===== config.mk =====
export PLATFORM = sky130hd
export DESIGN_NAME = glyph_matcher
export DESIGN_NICKNAME = d
export VERILOG_FILES = /design/src/rtl/glyph_matcher_pkg.sv /design/src/rtl/glyph_matcher_row_popcount16.sv /design/src/rtl/glyph_matcher.sv
export SDC_FILE = /design/constraint.sdc
export NUM_CORES = 1
export LEC_CHECK = 0
export CORE_UTILIZATION = 25
export CTS_BUF_LIST = sky130_fd_sc_hd__clkbuf_4
export DETAILED_ROUTE_END_ITERATION = 8
export SLEW_MARGIN = 25
export SYNTH_ARGS = -nofsm -noshare
export SYNTH_HDL_FRONTEND = slang
export SYNTH_SLANG_ARGS = --single-unit

===== constraint.sdc =====
create_clock -name clk -period 4.5 [get_ports clk]
set_input_delay 0.9 -clock clk [delete_from_list [all_inputs] [get_ports clk]]
set_output_delay 0.9 -clock clk [all_outputs]
set_load 0.01 [all_outputs]

===== src/rtl/glyph_matcher_pkg.sv =====
// Shared types and constants for the glyph template matcher.
package glyph_matcher_pkg;

   localparam int          DEF_N_DIGITS = 10;
   localparam int          GLYPH_ROWS   = 16;
   localparam int          GLYPH_COLS   = 16;
   localparam int          SCORE_W      = 9;
   localparam int          MIN_SCORE    = 200;
   localparam logic [3:0]  DIGIT_REJECT = 4'hF;
   localparam logic [3:0]  FLUSH_LAST   = 4'd2;

   typedef enum logic [1:0] {
      S_IDLE  = 2'd0,
      S_SCAN  = 2'd1,
      S_FLUSH = 2'd2,
      S_DONE  = 2'd3
   } state_t;

endpackage


===== src/rtl/glyph_matcher_row_popcount16.sv =====
// Counts agreeing pixels between a template row and a drawn row (XNOR popcount).
module row_popcount16 (
   input  logic [15:0] row_a,
   input  logic [15:0] row_b,
   output logic [4:0]  agree_cnt
);

   logic [15:0] agree;

   always_comb begin
      agree     = ~(row_a ^ row_b);
      agree_cnt = 5'd0;
      for (int i = 0; i < 16; i++) begin
         agree_cnt = agree_cnt + {4'd0, agree[i]};
      end
   end

endmodule


===== src/rtl/glyph_matcher.sv =====
// Scans every digit template row by row, scores each against the drawn bitmap, reports the best digit.
// Optional macro GLYPH_MATCH_REJECT_EN: report DIGIT_REJECT when the best score is below MIN_SCORE.
//
// state   | meaning
// S_IDLE  | waiting for start
// S_SCAN  | one template row per cycle, all digits
// S_FLUSH | drains score pipeline (3 cycles) and settles the best digit
// S_DONE  | done pulse, result registers just loaded
module glyph_matcher
   import glyph_matcher_pkg::*;
#(
   parameter int N_DIGITS = DEF_N_DIGITS
) (
   input  logic                clk,
   input  logic                rst,
   input  logic                start,
   output logic                busy,
   output logic [3:0]          tpl_sel,
   output logic [3:0]          tpl_row_addr,
   input  logic [15:0]         tpl_row,
   output logic [3:0]          bmp_row_addr,
   input  logic [15:0]         bmp_row,
   output logic                done,
   output logic [3:0]          result_digit,
   output logic [SCORE_W-1:0]  best_score
);

   state_t               state_q, state_d;
   logic [3:0]           digit_q, digit_d;
   logic [3:0]           row_q, row_d;

   logic [4:0]           sc_q, sc_d, row_score;
   logic                 sc_valid_q, sc_valid_d;
   logic                 sc_last_q, sc_last_d;
   logic [3:0]           sc_digit_q, sc_digit_d;

   logic [SCORE_W-1:0]   acc_q, acc_d;
   logic [SCORE_W-1:0]   tot_q, tot_d;
   logic                 tot_valid_q, tot_valid_d;
   logic [3:0]           tot_digit_q, tot_digit_d;

   logic [SCORE_W-1:0]   best_q, best_d;
   logic [3:0]           best_digit_q, best_digit_d;
   logic [SCORE_W-1:0]   score_out_q, score_out_d;
   logic [3:0]           result_q, result_d;

   row_popcount16 u_popcount (
      .row_a     (tpl_row),
      .row_b     (bmp_row),
      .agree_cnt (row_score)
   );

   always_comb begin
      state_d      = state_q;
      digit_d      = digit_q;
      row_d        = row_q;
      sc_d         = row_score;
      sc_valid_d   = (state_q == S_SCAN);
      sc_last_d    = (row_q == 4'(GLYPH_ROWS - 1));
      sc_digit_d   = digit_q;
      acc_d        = acc_q;
      tot_d        = tot_q;
      tot_valid_d  = 1'b0;
      tot_digit_d  = tot_digit_q;
      best_d       = best_q;
      best_digit_d = best_digit_q;
      score_out_d  = score_out_q;
      result_d     = result_q;

      // Accumulate the piped row score; a finished digit moves to the compare stage.
      if (sc_valid_q) begin
         if (sc_last_q) begin
            tot_d       = acc_q + {4'd0, sc_q};
            tot_valid_d = 1'b1;
            tot_digit_d = sc_digit_q;
            acc_d       = '0;
         end else begin
            acc_d = acc_q + {4'd0, sc_q};
         end
      end

      // Strict compare: ties keep the earlier (lower) digit.
      if (tot_valid_q && (tot_q > best_q)) begin
         best_d       = tot_q;
         best_digit_d = tot_digit_q;
      end

      case (state_q)
         S_IDLE: begin
            if (start) begin
               state_d      = S_SCAN;
               digit_d      = 4'd0;
               row_d        = 4'd0;
               acc_d        = '0;
               best_d       = '0;
               best_digit_d = 4'd0;
               tot_valid_d  = 1'b0;
            end
         end
         S_SCAN: begin
            row_d = row_q + 4'd1;
            if (row_q == 4'(GLYPH_ROWS - 1)) begin
               row_d = 4'd0;
               if (digit_q == 4'(N_DIGITS - 1)) begin
                  state_d = S_FLUSH;
               end else begin
                  digit_d = digit_q + 4'd1;
               end
            end
         end
         S_FLUSH: begin
            row_d = row_q + 4'd1;
            if (row_q == FLUSH_LAST) begin
               state_d     = S_DONE;
               row_d       = 4'd0;
               digit_d     = 4'd0;
               score_out_d = best_q;
`ifdef GLYPH_MATCH_REJECT_EN
               result_d    = (best_q < SCORE_W'(MIN_SCORE)) ? DIGIT_REJECT : best_digit_q;
`else
               result_d    = best_digit_q;
`endif
            end
         end
         S_DONE: begin
            state_d = S_IDLE;
         end
         default: begin
            state_d = S_IDLE;
         end
      endcase
   end

   always_ff @(posedge clk) begin
      if (rst) begin
         state_q      <= S_IDLE;
         digit_q      <= 4'd0;
         row_q        <= 4'd0;
         sc_q         <= 5'd0;
         sc_valid_q   <= 1'b0;
         sc_last_q    <= 1'b0;
         sc_digit_q   <= 4'd0;
         acc_q        <= '0;
         tot_q        <= '0;
         tot_valid_q  <= 1'b0;
         tot_digit_q  <= 4'd0;
         best_q       <= '0;
         best_digit_q <= 4'd0;
         score_out_q  <= '0;
         result_q     <= DIGIT_REJECT;
      end else begin
         state_q      <= state_d;
         digit_q      <= digit_d;
         row_q        <= row_d;
         sc_q         <= sc_d;
         sc_valid_q   <= sc_valid_d;
         sc_last_q    <= sc_last_d;
         sc_digit_q   <= sc_digit_d;
         acc_q        <= acc_d;
         tot_q        <= tot_d;
         tot_valid_q  <= tot_valid_d;
         tot_digit_q  <= tot_digit_d;
         best_q       <= best_d;
         best_digit_q <= best_digit_d;
         score_out_q  <= score_out_d;
         result_q     <= result_d;
      end
   end

   assign busy         = (state_q == S_SCAN) || (state_q == S_FLUSH);
   assign done         = (state_q == S_DONE);
   assign tpl_sel      = digit_q;
   assign tpl_row_addr = row_q;
   assign bmp_row_addr = row_q;
   assign result_digit = result_q;
   assign best_score   = score_out_q;

endmodule


# Word-level counts from Yosys, hierarchy flattened
# Cells that the tools add are included.
[totals] wordCells=83 output_inout_bits=27 register_bits=70 input_bits=35
[classes] n_eq_ne=11 order_cmp=1 n_addsub=18 n_mux=27 n_reduce_logical=9 bitwise=2
[ops] operator="$add 5x1->5" n=14
[ops] operator="$mux 9" n=7
[ops] operator="$mux 4" n=9
[ops] operator="$pmux 4 s3" n=2
[ops] operator="$not 16->16" n=1
[ops] operator="$xor 16x16->16" n=1
[ops] operator="$add 9x5->9" n=1
[ops] operator="$gt 9x9->1" n=1
[ops] operator="$add 4x1->4 const B" n=2
[ops] operator="$eq 4x4->1 const B" n=2
[ops] operator="$mux 2" n=4
[ops] operator="$pmux 2 s4" n=1
[ops] operator="$ne 2x2->1 const B" n=3
[ops] operator="$reduce_and 2->1" n=3
[ops] operator="$reduce_and 5->1" n=1
[ops] operator="$eq 2x2->1 const B" n=2
[ops] operator="$eq 4x2->1 const B" n=1
[ops] operator="$mux 1" n=4
[ops] operator="$ne 2x1->1 const B" n=2
[ops] operator="$reduce_and 4->1" n=1
[ops] operator="$reduce_bool 3->1" n=1
[ops] operator="$add 1x1->2" n=1
[ops] operator="$eq 2x1->1 const B" n=1
[ops] operator="$logic_not 2->1" n=1
[ops] operator="2 further kinds" n=2

# Longest topological paths before layout
# Gate-level depths: netlist of the first run.
[depth] depth_word=17 ltp_mapped=15 depth_no_buf=15

# Modules after synthesis
# From an unflattened synthesis of the first run, not the netlist that was laid out.
[hier_totals] hier_cells=434 area_unflattened_um2=3798.6
[modules_own_cells] module="glyph_matcher" seq_area_each_um2=1401.3 area_per_inst_um2=3303.2 cells_each=385 instances=1
[modules_own_cells] module="row_popcount16" seq_area_each_um2=0.0 area_per_inst_um2=495.5 cells_each=49 instances=1

# Least setup slack after synthesis of the first run
# No wires, ideal clock.
[synth_path] path_kind="input-to-reg" start="input port tpl_row[0]" end="register sc_q[4]" setup_slack_ns=-0.097 stages=12 arrival_ns=4.465 n_path_buf=0 setup_time_ns=0.132 t_required_ns=4.368 path_cell_list="xnor2_1 -> ha_1 -> inv_1 -> fa_1 -> fa_1 -> inv_1 -> fa_1 -> fa_1 -> fa_1 -> fa_1 -> a21oi_1 -> nor3b_1"
[synth_between] elab_chain_cells=17
[synth_lines] element="start: declaration" line="glyph_matcher.sv:20" source="input logic [15:0] tpl_row,"
[synth_lines] element="$xor 16x16->16" line="glyph_matcher_row_popcount16.sv:11" source="agree = ~(row_a ^ row_b);"
[synth_lines] element="$not 16->16" line="glyph_matcher_row_popcount16.sv:11"
[synth_lines] element="$add 1x1->2" line="glyph_matcher_row_popcount16.sv:14" source="agree_cnt = agree_cnt + {4'd0, agree[i]};"
[synth_lines] element="$add 5x1->5 (14 in series)" line="glyph_matcher_row_popcount16.sv:14"
[synth_lines] element="end signal: assignment" line="glyph_matcher.sv:139" source="sc_q <= 5'd0;"
[synth_lines] element="end signal: assignment" line="glyph_matcher.sv:155" source="sc_q <= sc_d;"
[synth_lines] element="end: declaration" line="glyph_matcher.sv:32" source="logic [4:0] sc_q, sc_d, row_score;"
# No other way between the ends.
# A chain may end at the register's enable or synchronous reset.

# Worst setup path in the final report of the first run
[layout_path] start="input port bmp_row[2]" end="register sc_q[4]"
[layout_between] elab_chain_cells=16
[layout_lines] element="start: declaration" line="glyph_matcher.sv:22" source="input logic [15:0] bmp_row,"
[layout_lines] element="$xor 16x16->16" line="glyph_matcher_row_popcount16.sv:11"
[layout_lines] element="$not 16->16" line="glyph_matcher_row_popcount16.sv:11"
[layout_lines] element="$add 5x1->5 (14 in series)" line="glyph_matcher_row_popcount16.sv:14"
# No other way between the ends.

==> impl_metrics.yaml, run 1 <==
status:
  status: "finished, violations left"
  violations: "DRC"
floorplanning:
  start_util: 0.2580
  die_x_um: 124.9
  fp.dieArea_um2: 15610
  placementRows: 44
  die_y_um: 124.9
  ios: 62
  core_area_um2: 14640
setup_path:
  cp.required_ns: 4.80
  startpoint_type: "primary input"
  cp-end-kind: "register"
  cpMostUsedCell: "fa_1"
  crit_chain: "clkdlybuf4s50_1 -> xor2_1 -> fa_1 -> fa_1 -> inv_2 -> fa_1 -> fa_1 -> fa_2 -> fa_2 -> a21oi_2 -> nor3b_2"
  max_stage_delay_ns: 0.57
  crit_cells: 11
  reg2reg_depth: 7
  path_delay_family: "adder cells"
  cp.buffers_inverters: 2
  worstPathArrival_ns: 4.64
  slowest_stage: "fa_1"
  path_max_fanout: 2
  critPathKind: "primary input to register"
clock_network:
  cts_sinks: 70
  numCtsBuffers: 9
  clk_latency_ns: 0.41
  htree_levels: 3
  ctsLongestPathBuffers: 2
  cts_hold_buf: 0
  cts_tree: "yes"
  cts_root_buf: "clkbuf_4"
  clk_pin_slew_ns: 0.10
layout:
  nNetsFinal: 554
  post-route-cell-area_um2: 4674
  layout-drive-gt1-share: 0.07423
  n_antenna_cell: 0
  area_delta_synth_final_pct: 23.71
placed_design:
  place.gp.congestion: 0.7677
  dpl_cell_area_um2: 4534
  io_buffers: 61
  hpwlAfterDp_um: 5905
global_route:
  grt_overflow: 0
  first_global_vias: 3041
  grt.total_usage: 0.1050
  grt_pass1_wl_um: 13510
  grt_max_degree: 34
  antenna_found_initial: 0
power:
  power_density_nw_per_um2: 377.5
  ir_worst_vdd_uv: 179.5
  total_power_w: 0.001765
  p_leak_nw: 1.799
yosys:
  ys_async_sr_fraction: 0
  synth.net_count: 500
  netlist_area_um2: 3779
  synth-edff-count: 0
  yosysSeqAreaShare: 0.3709
  ys_seq_elements: 70
  synth.yosys.warnings: 0
  synthesis.instances: 426
  synth.avg_cell_area_um2: 8.870
  synth_cell_type_count: 55
  synth_ff_type: "dfxtp_1"
timing:
  finalCritPeriodShare: 0.9648
  relSlewSlack: 0.4751
  hold_viol_final: 0
  fin_crit_ns: 4.341
  max_freq_mhz: 230.3
  timing.setup.tns_ns: 0
  timing.hold.ws_ns: 0.4496
  rsz0062_at_grt: "false"
  skew_ns: 0.009639
  slew_viol_final: 0
  final-setup-viol-count: 0
  tightest_slew_ns: 0.7874
min_path:
  hp-class: "register to register"
  holdPathStages: 2
route:
  wirelength_um: 7683
  route.detailed.wl_per_inst_um: 11.48
  dr.pass1.iters: 6
  drtIter0Drc: 114
  drc: 9
  ant_nets: 0
  viasPerCell: 4.481
  dr_total_vias: 2998
run:
  drv_cap: 0
==> cell usage in the layout (no fill, tap or decap), types with 3 or more instances in the layout <==
cell type / count
o21ai_0: 12
nor2b_1: 8
a21o_1: 4
nor2_1: 24
xnor2_1: 12
ha_1: 28
o31ai_1: 3
dfxtp_1: 70
and3_1: 5
nand2_1: 80
nand3_1: 9
nand3b_1: 3
nor4_1: 3
dlymetal6s2s_1: 4
inv_1: 24
clkbuf_4: 14
or3_1: 3
fa_1: 9
a21oi_1: 30
a21oi_2: 3
mux2i_1: 15
buf_4: 3
xor2_1: 12
a211oi_1: 5
clkdlybuf4s50_1: 57
==> metrics by stage <==
stage / util / setup WS (ns) / cells
6_report: 0.3192 / 0.1586 / 669
4_1_cts: 0.3177 / 0.06307 / 669
5_1_grt: 0.3192 / 0.01448 / 669
2_1_floorplan: - / 0.03259 / 426
3_5_place_dp: 0.3096 / -0.5447 / 653
3_3_place_gp: 0.3091 / -0.5015 / 653
==> power by group <==
part	switching [W]	internal [W]
clock	0.000208	0.000143
sequential	0.0000268	0.000655
combinational	0.000376	0.000355
total	0.000612	0.00115
==> cells in the mapped netlist, drive strengths merged (7+ instances only) <==
| master | n | share of area |
|---|---|---|
| dfxtp | 70 | 0.37 |
| nor2 | 24 | 0.024 |
| buf | 9 | 0.020 |
| inv | 26 | 0.026 |
| fa | 11 | 0.058 |
| nand3 | 9 | 0.012 |
| xnor2 | 13 | 0.030 |
| and3 | 7 | 0.012 |
| o21ai | 13 | 0.018 |
| nand2 | 80 | 0.079 |
| xor2 | 12 | 0.028 |
| mux2i | 15 | 0.040 |
| nor2b | 8 | 0.013 |
| ha | 28 | 0.093 |
| clkbuf | 12 | 0.012 |
| a21oi | 35 | 0.052 |
==> flip-flops by register name, indices dropped and copies added, names as in the netlist, 5 cells and up <==
| name | flops |
|---|---|
| best_score | 9 |
| tot_q | 9 |
| best_q | 9 |
| acc_q | 9 |
| sc_q | 5 |
==> worst min-delay path: stages, from the launching register on <==
cell	delay (ns)
dfxtp_1	0.31
nand2_1	0.05
a21oi_1	0.05
==> cell type report <==
class,instances,area [µm²]
clock buffer,14,105.1
fill,1545,9970
clock inverter,2,8.758
multi-input combinational,309,2188
sequential,70,1401
tap,184,230.2
timing repair buffer,64,643.1
inverter,26,97.59
==> kinds of logic after synthesis <==
kind of cell | after synthesis | synth area share
AO/OA/AOI/OAI | 77 | 0.1344
XOR/XNOR | 25 | 0.05795
adder cells (fa/ha/maj) | 39 | 0.1510
buffers and inverters | 47 | 0.05761
flip-flops | 70 | 0.3709
multiplexers | 15 | 0.03973
AND/OR/NAND/NOR | 153 | 0.1884
==> routing by layer <==
metal	GRT usage	vias up	part of all wire
met5	0	-	0
met4	0.04304	0	0.017
met3	0.02610	9	0.051
met2	0.1821	68	0.46
met1	0.1239	1368	0.47
li1	-	1553	-
==> final timing paths <==
| kind | startpoint | end | slack [ns] |
|---|---|---|---|
| max | bmp_row[2] | sc_q[4]$_SDFF_PP0_ | 0.16 |
| min | sc_digit_q[2]$_SDFF_PP0_ | tot_digit_q[2]$_SDFFE_PP0P_ | 0.45 |
| max reg2reg | best_q[7]$_SDFF_PP0_ | best_q[4]$_SDFF_PP0_ | 2.26 |
| min reg2reg | sc_digit_q[2]$_SDFF_PP0_ | tot_digit_q[2]$_SDFFE_PP0P_ | 0.45 |
==> timing repair <==
action | CTS | global route
pin swaps | 8 | 12
resized for setup | 1 | 8
endpoints found under the hold margin | 0 | 0
buffers inserted | 0 | 0
endpoints found under the setup margin | 4 | 4
No activity file was read; power rests on OpenSTA's default activity.
==> run 2: changes to the inputs <==
Settings changed: PLACE_DENSITY set to 0.46, SETUP_SLACK_MARGIN set to 0.2.
==> run 2 against run 1 <==
Net effect:
- the run still ends with DRC left
- core utilization rose by 0.30 points
- global-route usage barely moved
- flip-flop and latch count did not move
- final cell count rose by 0.30%
- wire length rose by 4.3%
- via count fell by 1.3%
- clock skew rose by 0.013 ns
- total power rose by 9.7%
- critical endpoint is now sc_q[1]$_SDFF_PP0_
==> impl_metrics.yaml, run 2 (synthesis gave the netlist of run 1 again) <==
setup_path:
  cp-end-kind: "register"
  reg2reg_to: "best_q[8]$_SDFF_PP0_"
  critPathKind: "primary input to register"
  cp.required_ns: 4.86
  r2r_start: "best_q[3]$_SDFF_PP0_"
  path_max_fanout: 2
  startpoint_type: "primary input"
  reg2reg_slack_ns: 2.22
  reg2reg_depth: 7
  worstPathArrival_ns: 4.56
timing:
  timing.hold.ws_ns: 0.4606
  final-setup-viol-count: 0
  setup_ws_ns: 0.3073
  max_freq_mhz: 238.5
  timing.setup.tns_ns: 0
  hold_viol_final: 0
  tightest_slew_ns: 0.8250
  fin_crit_ns: 4.193
  slew_viol_final: 0
  rsz0062_at_grt: "false"
  relSlewSlack: 0.4500
  skew_ns: 0.02274
  finalCritPeriodShare: 0.9317
global_route:
  grtUsageMet1: 0.1421
  grt_pass1_wl_um: 13280
  grt_max_degree: 40
  use_met3: 0.02268
  use_met2: 0.1636
  first_global_vias: 2773
  grt-busiest-layer: "met2"
  grt.total_usage: 0.1051
  antenna_found_initial: 1
  grt_overflow: 0
route:
  ant_nets: 0
  drtIter0Drc: 116
  dr.pass1.iters: 6
  dr_total_vias: 2959
  drc: 8
  viasPerCell: 4.410
  route.detailed.wl_per_inst_um: 11.94
  wirelength_um: 8015
layout:
  nNetsFinal: 555
  post-route-cell-area_um2: 4718
  layout_commonest_cell: "nand2_1"
  seq_area_um2: 1401
  final_cell_mix: "80 x nand2_1, 70 x dfxtp_1, 49 x clkdlybuf4s50_1, 29 x a21oi_1, 28 x ha_1"
  nFillCells: 1550
  layout-drive-gt1-share: 0.08848
  area_delta_synth_final_pct: 24.87
  multi_input_area_um2: 2195
floorplanning:
  fp.dieArea_um2: 15610
  die_x_um: 124.9
  placementRows: 44
  start_util: 0.2580
  die_y_um: 124.9
  ios: 62
  core_area_um2: 14640
placed_design:
  hpwlAfterDp_um: 5993
  post-place-ws_ns: -0.3798
  place.gp.congestion: 0.7635
  io_buffers: 61
  dpl_cell_area_um2: 4534
clock_network:
  ctsLongestPathBuffers: 2
  htree_levels: 3
  cts_hold_buf: 0
  numCtsBuffers: 9
  cts_sinks: 70
  cts_setup_buffers: 0
  cts_root_buf: "clkbuf_4"
  clk_latency_ns: 0.42
  cts_tree: "yes"
  clk_pin_slew_ns: 0.13
min_path:
  holdPathStages: 2
  hp-class: "register to register"
  hold_end: "best_score[4]$_SDFFE_PP0P_"
  hp-start: "best_score[4]$_SDFFE_PP0P_"
power:
  p_leak_nw: 1.817
  ir_worst_vdd_uv: 168.1
  power_density_nw_per_um2: 410.4
status:
  status: "finished, violations left"
  violations: "DRC"
run:
  drv_cap: 0
[run 2: final cells by class]
type / count / share of cell area
Antenna cell: 1 / 0.0005304
Clock buffer: 10 / 0.01591
Clock inverter: 6 / 0.01989
Inverter: 26 / 0.02068
Multi-Input combinational cell: 309 / 0.4651
Sequential cell: 70 / 0.2970
Tap cell: 184 / 0.04879
Timing Repair Buffer: 65 / 0.1321
[run 2: what timing repair did]
action | in CTS | in global routing
resized for setup | 17 | 9
setup endpoints to repair | 4 | 4
pin swaps | 15 | 12
[run 2: how the worst max path moves through the flow]
| stage | end | startpoint |
|---|---|---|
| after detailed placement | sc_q[4]$_SDFF_PP0_ | bmp_row[0] |
| final | sc_q[1]$_SDFF_PP0_ | bmp_row[0] |
| after global routing | sc_q[1]$_SDFF_PP0_ | bmp_row[0] |
| after CTS | sc_q[2]$_SDFF_PP0_ | tpl_row[4] |
| after floorplan | sc_q[1]$_SDFF_PP0_ | tpl_row[0] |
| after global placement | sc_q[4]$_SDFF_PP0_ | tpl_row[0] |
[run 2: routing by layer]
| layer | part of all wire | vias up | wire length (µm) |
|---|---|---|---|
| li1 | - | 1546 | - |
| met1 | 0.52 | 1338 | 4176 |
| met2 | 0.43 | 69 | 3426 |
| met3 | 0.041 | 6 | 326 |
| met4 | 0.011 | 0 | 86 |
| met5 | 0 | - | 0 |
[run 2: worst max-delay path, cell delays in order]
cell	delay (ns)
clkdlybuf4s15_1	0.17
xnor2_1	0.12
ha_1	0.29
inv_2	0.04
fa_1	0.50
fa_1	0.56
inv_2	0.04
fa_1	0.49
fa_1	0.43
fa_2	0.37
fa_2	0.53
nor2b_4	0.11
[run 2: power by group]
| part | total, W | switching, W | internal (W) |
|---|---|---|---|
| Combinational | 0.000769 | 0.000390 | 0.000379 |
| Clock | 0.000484 | 0.000249 | 0.000235 |
| Sequential | 0.000683 | 0.0000272 | 0.000655 |
| Total | 0.00194 | 0.000666 | 0.00127 |
[run 2: metrics by stage]
| step | total power (W) | utilization | instances |
|---|---|---|---|
| 6_report | 0.001936 | 0.3222 | 671 |
| 5_1_grt | 0.002093 | 0.3222 | 671 |
| 4_1_cts | 0.001913 | 0.3209 | 670 |
| 3_5_place_dp | 0.001393 | 0.3096 | 654 |
| 3_3_place_gp | 0.001375 | 0.3096 | 654 |
| 2_1_floorplan | 0.001185 | - | 426 |
==> run 3: changes to the inputs <==
Settings changed: CORE_MARGIN set to 2, CTS_CLUSTER_SIZE set to 40.
==> run 3 against run 2 <==
Net effect:
- the flow now finishes without violations
- die area increased by 3.2%
- count of clock-buffer cells in the layout unchanged
- non-clock buffer count unchanged
- core utilization is 0.26 points lower
- critical endpoint is now sc_q[4]$_SDFF_PP0_
- largest power group unchanged
==> impl_metrics.yaml, run 3 (synthesis gave the netlist of run 1 again) <==
clock_network:
  cts_sinks: 70
  numCtsBuffers: 9
  clk_pin_slew_ns: 0.12
  cts_root_buf: "clkbuf_4"
  ctsLongestPathBuffers: 2
  htree_levels: 3
  clk_latency_ns: 0.42
  cts_hold_buf: 0
  cts_tree: "yes"
layout:
  layout-drive-gt1-share: 0.08436
  area_delta_synth_final_pct: 23.84
  post-route-cell-area_um2: 4679
  layout_commonest_cell: "nand2_1"
  n_antenna_cell: 0
  final_cell_mix: "80 x nand2_1, 70 x dfxtp_1, 47 x clkdlybuf4s50_1, 30 x a21oi_1, 28 x ha_1"
  nNetsFinal: 555
setup_path:
  cp-end-kind: "register"
  path_max_fanout: 2
  reg2reg_to: "best_q[4]$_SDFF_PP0_"
  cp.required_ns: 4.79
  crit_chain: "clkdlybuf4s15_1 -> xnor2_1 -> ha_1 -> inv_2 -> fa_1 -> fa_1 -> inv_2 -> fa_1 -> fa_1 -> fa_2 -> fa_2 -> a21oi_2 -> nor3b_2"
  cpMostUsedCell: "fa_1"
  reg2reg_slack_ns: 2.22
  crit_cells: 13
  reg2reg_depth: 7
  cp.buffers_inverters: 3
  cp-startpoint: "tpl_row[1]"
  startpoint_type: "primary input"
  critical_path.endpoint: "sc_q[4]$_SDFF_PP0_"
  critPathKind: "primary input to register"
  max_stage_delay_ns: 0.56
  r2r_start: "best_q[8]$_SDFF_PP0_"
  worstPathArrival_ns: 4.49
  slowest_stage: "fa_1"
  path_delay_family: "adder cells"
placed_design:
  dpl_cell_area_um2: 4534
  io_buffers: 61
  place.gp.congestion: 0.8041
  hpwlAfterDp_um: 6072
  post-place-ws_ns: -0.4174
run:
  drv_cap: 0
timing:
  tightest_slew_ns: 0.8065
  fin_crit_ns: 4.193
  final-setup-viol-count: 0
  timing.hold.ws_ns: 0.4607
  hold_viol_final: 0
  slew_viol_final: 0
  rsz0062_at_grt: "false"
  setup_ws_ns: 0.3069
  relSlewSlack: 0.4623
  max_freq_mhz: 238.5
  finalCritPeriodShare: 0.9318
  skew_ns: 0.01965
route:
  dr_total_vias: 2982
  dr.pass1.iters: 4
  wirelength_um: 8072
  route.detailed.wl_per_inst_um: 12.05
  viasPerCell: 4.451
  ant_nets: 0
  drtIter0Drc: 130
  drc: 0
power:
  pwr-share-seq: 0.374
  p_int_w: 0.001184
  ir_worst_vdd_uv: 159.3
  total_power_w: 0.001825
  switching_power_w: 0.0006418
  swShare: 0.3516
  p_leak_nw: 1.806
  p_comb_frac: 0.400
  power_frac_clock: 0.227
  power_density_nw_per_um2: 390.1
floorplanning:
  die_x_um: 126.9
  core_area_um2: 14640
  ios: 62
  fp.dieArea_um2: 16110
  placementRows: 44
  start_util: 0.2580
  die_y_um: 126.9
global_route:
  grt_overflow: 0
  antenna_found_initial: 0
  grt_max_degree: 40
  grt.total_usage: 0.1056
  first_global_vias: 2873
  grt_pass1_wl_um: 13790
min_path:
  holdPathStages: 2
  hp-class: "register to register"
status:
  status: "finished clean"
==> run 3: how the worst min path moves through the flow <==
stage / startpoint / to / slack (ns)
after floorplan: sc_digit_q[0]$_SDFF_PP0_ / tot_digit_q[0]$_SDFFE_PP0P_ / 0.42
after global placement: best_score[3]$_SDFFE_PP0P_ / best_score[3]$_SDFFE_PP0P_ / 0.44
after detailed placement: sc_digit_q[3]$_SDFF_PP0_ / tot_digit_q[3]$_SDFFE_PP0P_ / 0.44
after CTS: best_score[5]$_SDFFE_PP0P_ / best_score[5]$_SDFFE_PP0P_ / 0.46
after global routing: sc_digit_q[0]$_SDFF_PP0_ / tot_digit_q[0]$_SDFFE_PP0P_ / 0.48
final: best_score[5]$_SDFFE_PP0P_ / best_score[5]$_SDFFE_PP0P_ / 0.46
==> run 3: metal layers <==
| layer | part of all wire | routed length [µm] | GRT usage | vias to the layer above |
|---|---|---|---|---|
| met1 | 0.51 | 4142 | 0.1438 | 1348 |
| met2 | 0.43 | 3480 | 0.1610 | 73 |
| met3 | 0.044 | 358 | 0.02826 | 6 |
| met5 | 0 | 0 | 0 | - |
| met4 | 0.011 | 90 | 0.03749 | 0 |
| li1 | - | - | - | 1555 |
==> run 3: power groups by stage <==
stage / registers (W) / logic (W) / clock network (W)
2_1_floorplan: 0.000690 / 0.000495 / 0
6_report: 0.000682 / 0.000730 / 0.000414
3_5_place_dp: 0.000697 / 0.000700 / 0
5_1_grt: 0.000689 / 0.000838 / 0.000463
3_3_place_gp: 0.000696 / 0.000677 / 0
4_1_cts: 0.000683 / 0.000722 / 0.000431
==> run 3: cell type report <==
| type | instances | area [µm²] |
|---|---|---|
| clock inverter | 6 | 62.56 |
| multi-input combinational | 309 | 2188 |
| tap | 184 | 230.2 |
| fill | 1588 | 9965 |
| clock buffer | 10 | 75.07 |
| timing repair buffer | 65 | 624.3 |
| sequential | 70 | 1401 |
| inverter | 26 | 97.59 |
==> run 3: worst reg2reg max path, stage by stage, from the launching register on <==
cell and delay (ns):
dfxtp_1 0.40, inv_1 0.06, ha_1 0.28, and3_2 0.18, nand4_1 0.11, o21ai_0 0.16, o221a_1 0.74, mux2i_1 0.28
==> run 3: repair_timing <==
item,in CTS,in global routing
endpoints found under the setup margin,4,4
pin swaps,15,13
setup buffers,0,0
resized for setup,18,9
gates cloned,0,0
==> run 3: through the flow <==
step,TNS (ns),std cells,utilization
6_report,0,670,0.3195
5_1_grt,0,670,0.3195
4_1_cts,0,670,0.3192
3_5_place_dp,-1.626,654,0.3096
3_3_place_gp,-1.319,654,0.3096
2_1_floorplan,0,426,-
